**src/rtl/avalon_mm_slave_regfile.sv**
```systemverilog
// Avalon-MM responder holding NUM_REGS 32-bit byte-writable registers.
// Inserts WAIT_STATES wait cycles per transfer; read data is returned one cycle after acceptance.
module avalon_mm_slave_regfile #(
    parameter int NUM_REGS    = 8,
    parameter int WAIT_STATES = 2
) (
    input  logic                     CLK,
    input  logic                     RESET,
    input  logic [31:0]              ADDRESS,
    input  logic [3:0]               BYTE_ENABLE,
    input  logic                     READ,
    input  logic                     WRITE,
    input  logic [31:0]              WRITEDATA,
    output logic [31:0]              READDATA,
    output logic                     WAITREQUEST,
    output logic                     READDATAVALID,
    output logic [32*NUM_REGS-1:0]   reg_q,
    output logic [NUM_REGS-1:0]      write_pulse
);

    localparam int         AW = $clog2(NUM_REGS);
    localparam logic [3:0] WS = 4'(WAIT_STATES);

    logic                req;
    logic                accept;
    logic                in_range;
    logic                wr_accept;
    logic                rd_accept;
    logic [AW-1:0]       index;
    logic [3:0]          wcnt_q, wcnt_d;
    logic [31:0]         rdata_q, rdata_d;
    logic                rvalid_q, rvalid_d;
    logic [NUM_REGS-1:0] wpulse_q, wpulse_d;
    logic [31:0]         regs_w [NUM_REGS];

    // Out-of-range covers both high address bits and misaligned byte offsets.
    always_comb begin
        req         = READ | WRITE;
        WAITREQUEST = RESET | (req & (wcnt_q != WS));
        accept      = req & ~WAITREQUEST;
        index       = ADDRESS[AW+1:2];
        in_range    = (ADDRESS[31:AW+2] == '0) && (ADDRESS[1:0] == 2'b00);
        wr_accept   = accept & WRITE & in_range;
        rd_accept   = accept & READ & ~WRITE;
    end

    // An abandoned request (req dropping before accept) restarts the count from zero.
    always_comb begin
        wcnt_d = wcnt_q + 4'd1;
        if (accept || !req) begin
            wcnt_d = 4'd0;
        end
    end

    always_comb begin
        rdata_d  = rdata_q;
        rvalid_d = rd_accept;
        if (rd_accept) begin
            rdata_d = in_range ? regs_w[index] : 32'h0000_0000;
        end
    end

    always_ff @(posedge CLK or posedge RESET) begin
        if (RESET) begin
            wcnt_q   <= 4'd0;
            rdata_q  <= 32'h0000_0000;
            rvalid_q <= 1'b0;
            wpulse_q <= '0;
        end else begin
            wcnt_q   <= wcnt_d;
            rdata_q  <= rdata_d;
            rvalid_q <= rvalid_d;
            wpulse_q <= wpulse_d;
        end
    end

    genvar gi;
    generate
        for (gi = 0; gi < NUM_REGS; gi++) begin : g_reg
            localparam logic [AW-1:0] IDX = AW'(gi);
            logic        sel;
            logic [31:0] r_q, r_d;

            // A zero byte-enable write still counts as a write and pulses.
            assign sel          = wr_accept && (index == IDX);
            assign wpulse_d[gi] = sel;

            always_comb begin
                r_d = r_q;
                for (int li = 0; li < 4; li++) begin
                    if (sel && BYTE_ENABLE[li]) begin
                        r_d[8*li +: 8] = WRITEDATA[8*li +: 8];
                    end
                end
            end

            always_ff @(posedge CLK or posedge RESET) begin
                if (RESET) begin
                    r_q <= 32'h0000_0000;
                end else begin
                    r_q <= r_d;
                end
            end

            assign regs_w[gi]         = r_q;
            assign reg_q[32*gi +: 32] = r_q;
        end
    endgenerate

    assign READDATA      = rdata_q;
    assign READDATAVALID = rvalid_q;
    assign write_pulse   = wpulse_q;

endmodule

```
**config.mk**
```make
export PLATFORM = sky130hd
export DESIGN_NAME = avalon_mm_slave_regfile
export DESIGN_NICKNAME = d
export VERILOG_FILES = /design/src/rtl/avalon_mm_slave_regfile.sv
export SDC_FILE = /design/constraint.sdc
export NUM_CORES = 1
export LEC_CHECK = 0
export ABC_AREA = 1
export BUFFER_PORTS_ARGS = -buffer_cell sky130_fd_sc_hd__buf_2
export CORE_MARGIN = 4
export CORE_UTILIZATION = 53
export CTS_CLUSTER_SIZE = 28
export DETAILED_ROUTE_END_ITERATION = 16
export HOLD_SLACK_MARGIN = 0.02
export PLACE_DENSITY = 0.82
export SLEW_MARGIN = 20
export SYNTH_ARGS = -nofsm -noshare
export SYNTH_HDL_FRONTEND = slang
export SYNTH_SLANG_ARGS = --single-unit
```
**constraint.sdc**
```tcl
create_clock -name CLK -period 13.2 [get_ports CLK]
set_input_delay 1.98 -clock CLK [delete_from_list [all_inputs] [get_ports CLK]]
set_output_delay 1.98 -clock CLK [all_outputs]
set_load 0.01 [all_outputs]
```
==> results_dict.tcl <==
set metrics [dict create \
    outcome "completed" \
    maxSlewHeadroom 0.357 \
    crit_path_start_kind "input port" \
    power_leakage_nw 10.2 \
    max_freq_mhz 199 \
    fillers 2161 \
    htreeDepth 2 \
    drt_wl_total_um 49800 \
    cellPowerDensity_nw_per_um2 118 \
    rsz0062_at_grt "no" \
    cts_resized 0 \
    synth_area_per_cell_um2 8.04 \
    setup_tns_ps 0 \
    coreArea_um2 26100 \
    clockRootBuffer "clkbuf_16" \
    dp_hpwl_um 33100 \
    first_pass_iters 6 \
    setup_slack_ps 8180 \
    clock_sinks 301 \
    worst_ep_required_time_ps 11220 \
    cts_setup_buffers 0 \
    period_share 0.380 \
    hold_viol_final 0 \
    min_period_ps 5020 \
    register_area_um2 7530 \
    synthFlopType "dfrtp_1" \
    syn_nets 1828 \
    setup_viol 0 \
    num_vias 13835 \
    drc 0 \
    gp_congestion 0.897 \
    arrival_ps 3040 \
    fp.dieH_um 171 \
    io_pins 370 \
    clockBufferDepth 3 \
    vias_per_cell 5.66 \
    drtIter0Drc 1526 \
    yosysTopAreaCellShare 0.534 \
    synthDistinctLibCells 25 \
    hold_buffers 0 \
    dp_slack_ps 8160 \
    ys_top_cells_by_area "dfrtp_1 (53%), nand2_1 (23%), o21ai_0 (5.9%)" \
    cts_made_buffers 34 \
    async_reset_ff_frac 1.00 \
    path_class "in -> out" \
    yosysTopAreaCell "dfrtp_1" \
    cap_violations 0 \
    antenna_found_initial 4 \
    ant_nets 0 \
    synth-seq-cells 301 \
    grt_pass1_vias 13309 \
    final_max_slew_viol_count 0 \
    synthTopCellsByCount "nand2_1 (881), dfrtp_1 (301), o21ai_0 (167)" \
    rows 59 \
    die_width_um 171 \
    grt_max_degree 103 \
    grtUsageTotal 0.331 \
    start_util 0.540 \
    grt_pass1_wl_um 75200 \
    ir_worst_vdd_mv 0.0991 \
    multi_input_area_um2 6070 \
    wl_per_cell_um 20.4 \
    syn2layout_area_growth_pct 23.0 \
    synth_edf_count 0 \
    worst_slew_pin_slew_ps 963 \
    yosysMostFrequentCell "nand2_1" \
    grt-ovfl-total 0 \
    syn_inst 1754 \
    clkTransAtPathRegs_ps 60 \
    fin_nets 2160 \
    synth-seq-area-share 0.534 \
    crit_fanout 102 \
    synthesis.area_um2 14100 \
    min-delay-path-class "reg -> reg" \
    layout-drive-gt1-share 0.279 \
    io_buffers 369 \
    end_kind "output port" \
    fin_util 0.664 \
    clkLatencyLatePin_ps 510 \
    die-area_um2 29300 \
    cts_tree "built" \
    clock_skew_ps 14.0 \
    synth_warnings 0 \
]
-- layout by cell type, fill, tap and decap left out, types with 4 or more instances in the layout --
master     count
or2_2        103
buf_2        369
nand3b_1      26
o21ai_0      167
nand2_1      878
nand4_1       34
o211ai_1       5
clkinv_2       4
buf_4          8
nor2_1        40
nand3_4        8
clkbuf_1       4
inv_1         45
o21bai_1       5
clkbuf_16     37
nor2_4        34
nand2_2        4
clkbuf_8       6
dfrtp_1      301
nand3_1        6
-- path summary, 6_finish.rpt --
kind	slack [ps]	depth (start not counted)	startpoint	to
min in group asynchronous	1580	2	RESET	READDATA[3]
max in group asynchronous	9670	4	RESET	g_reg[4].r_q[26]
max reg2reg	10460	10	wcnt_q[0]	g_reg[5].r_q[15]
max	8180	4	RESET	WAITREQUEST
min	470	2	READDATA[9]	READDATA[9]
min reg2reg	470	2	READDATA[9]	READDATA[9]
-- stage by stage --
stage               hold WS (ps)  total power [mW]  instance area, µm²  instances
global placement             462              1.07               16100       2383
detailed placement           460              1.08               16100       2383
floorplan                    453              1.04               14100       1754
global route                 501              2.11               17400       2444
CTS                          476              2.05               17300       2440
finish                       473              2.04               17400       2444
-- critical path, stage by stage --
cell	delay, ps
buf_2	130
inv_8	460
nand2_2	190
buf_2	180
-- state kept, by name, indices dropped and copies added (netlist names) --
register,flops
g.r_q,256
READDATA,32
write_pulse,8
wcnt_q,4
READDATAVALID,1
-- power breakdown --
group | internal (mW) | switching, mW | leakage (nW) | total (mW)
sequential | 0.927 | 0.00406 | 4.20 | 0.931
clock | 0.601 | 0.379 | 0.575 | 0.980
combinational | 0.0383 | 0.0956 | 5.42 | 0.134
-- layer usage --
| layer | track usage | up-vias | share of wire |
|---|---|---|---|
| met3 | 0.0663 | 176 | 0.099 |
| met1 | 0.431 | 6640 | 0.38 |
| li1 | - | 6172 | - |
| met4 | 0.143 | 4 | 0.042 |
| met5 | 0 | - | 0.00042 |
| met2 | 0.544 | 843 | 0.48 |
-- cell families (layout without fill, tap and decap cells) --
| logic type | Yosys count | after routing | synth area share |
|---|---|---|---|
| multiplexers | 1 | 1 | 0.000710 |
| XOR/XNOR | 2 | 2 | 0.00124 |
| buffers and inverters | 133 | 486 | 0.0372 |
| AO/OA/AOI/OAI | 177 | 177 | 0.0646 |
| other | 0 | 2 | 0 |
| flip-flops | 301 | 301 | 0.534 |
| AND/OR/NAND/NOR | 1138 | 1138 | 0.361 |
| adder cells (fa/ha/maj) | 2 | 2 | 0.00177 |
-- area by class of cell --
type,count,area share
antenna,2,0.000288
clock buffer,47,0.0590
clock inverter,10,0.00786
inverter,49,0.0110
multi-input combinational,1320,0.350
sequential,301,0.434
tap,335,0.0242
timing repair buffer,380,0.114
Note: power is estimated with default switching activity, not from simulation.
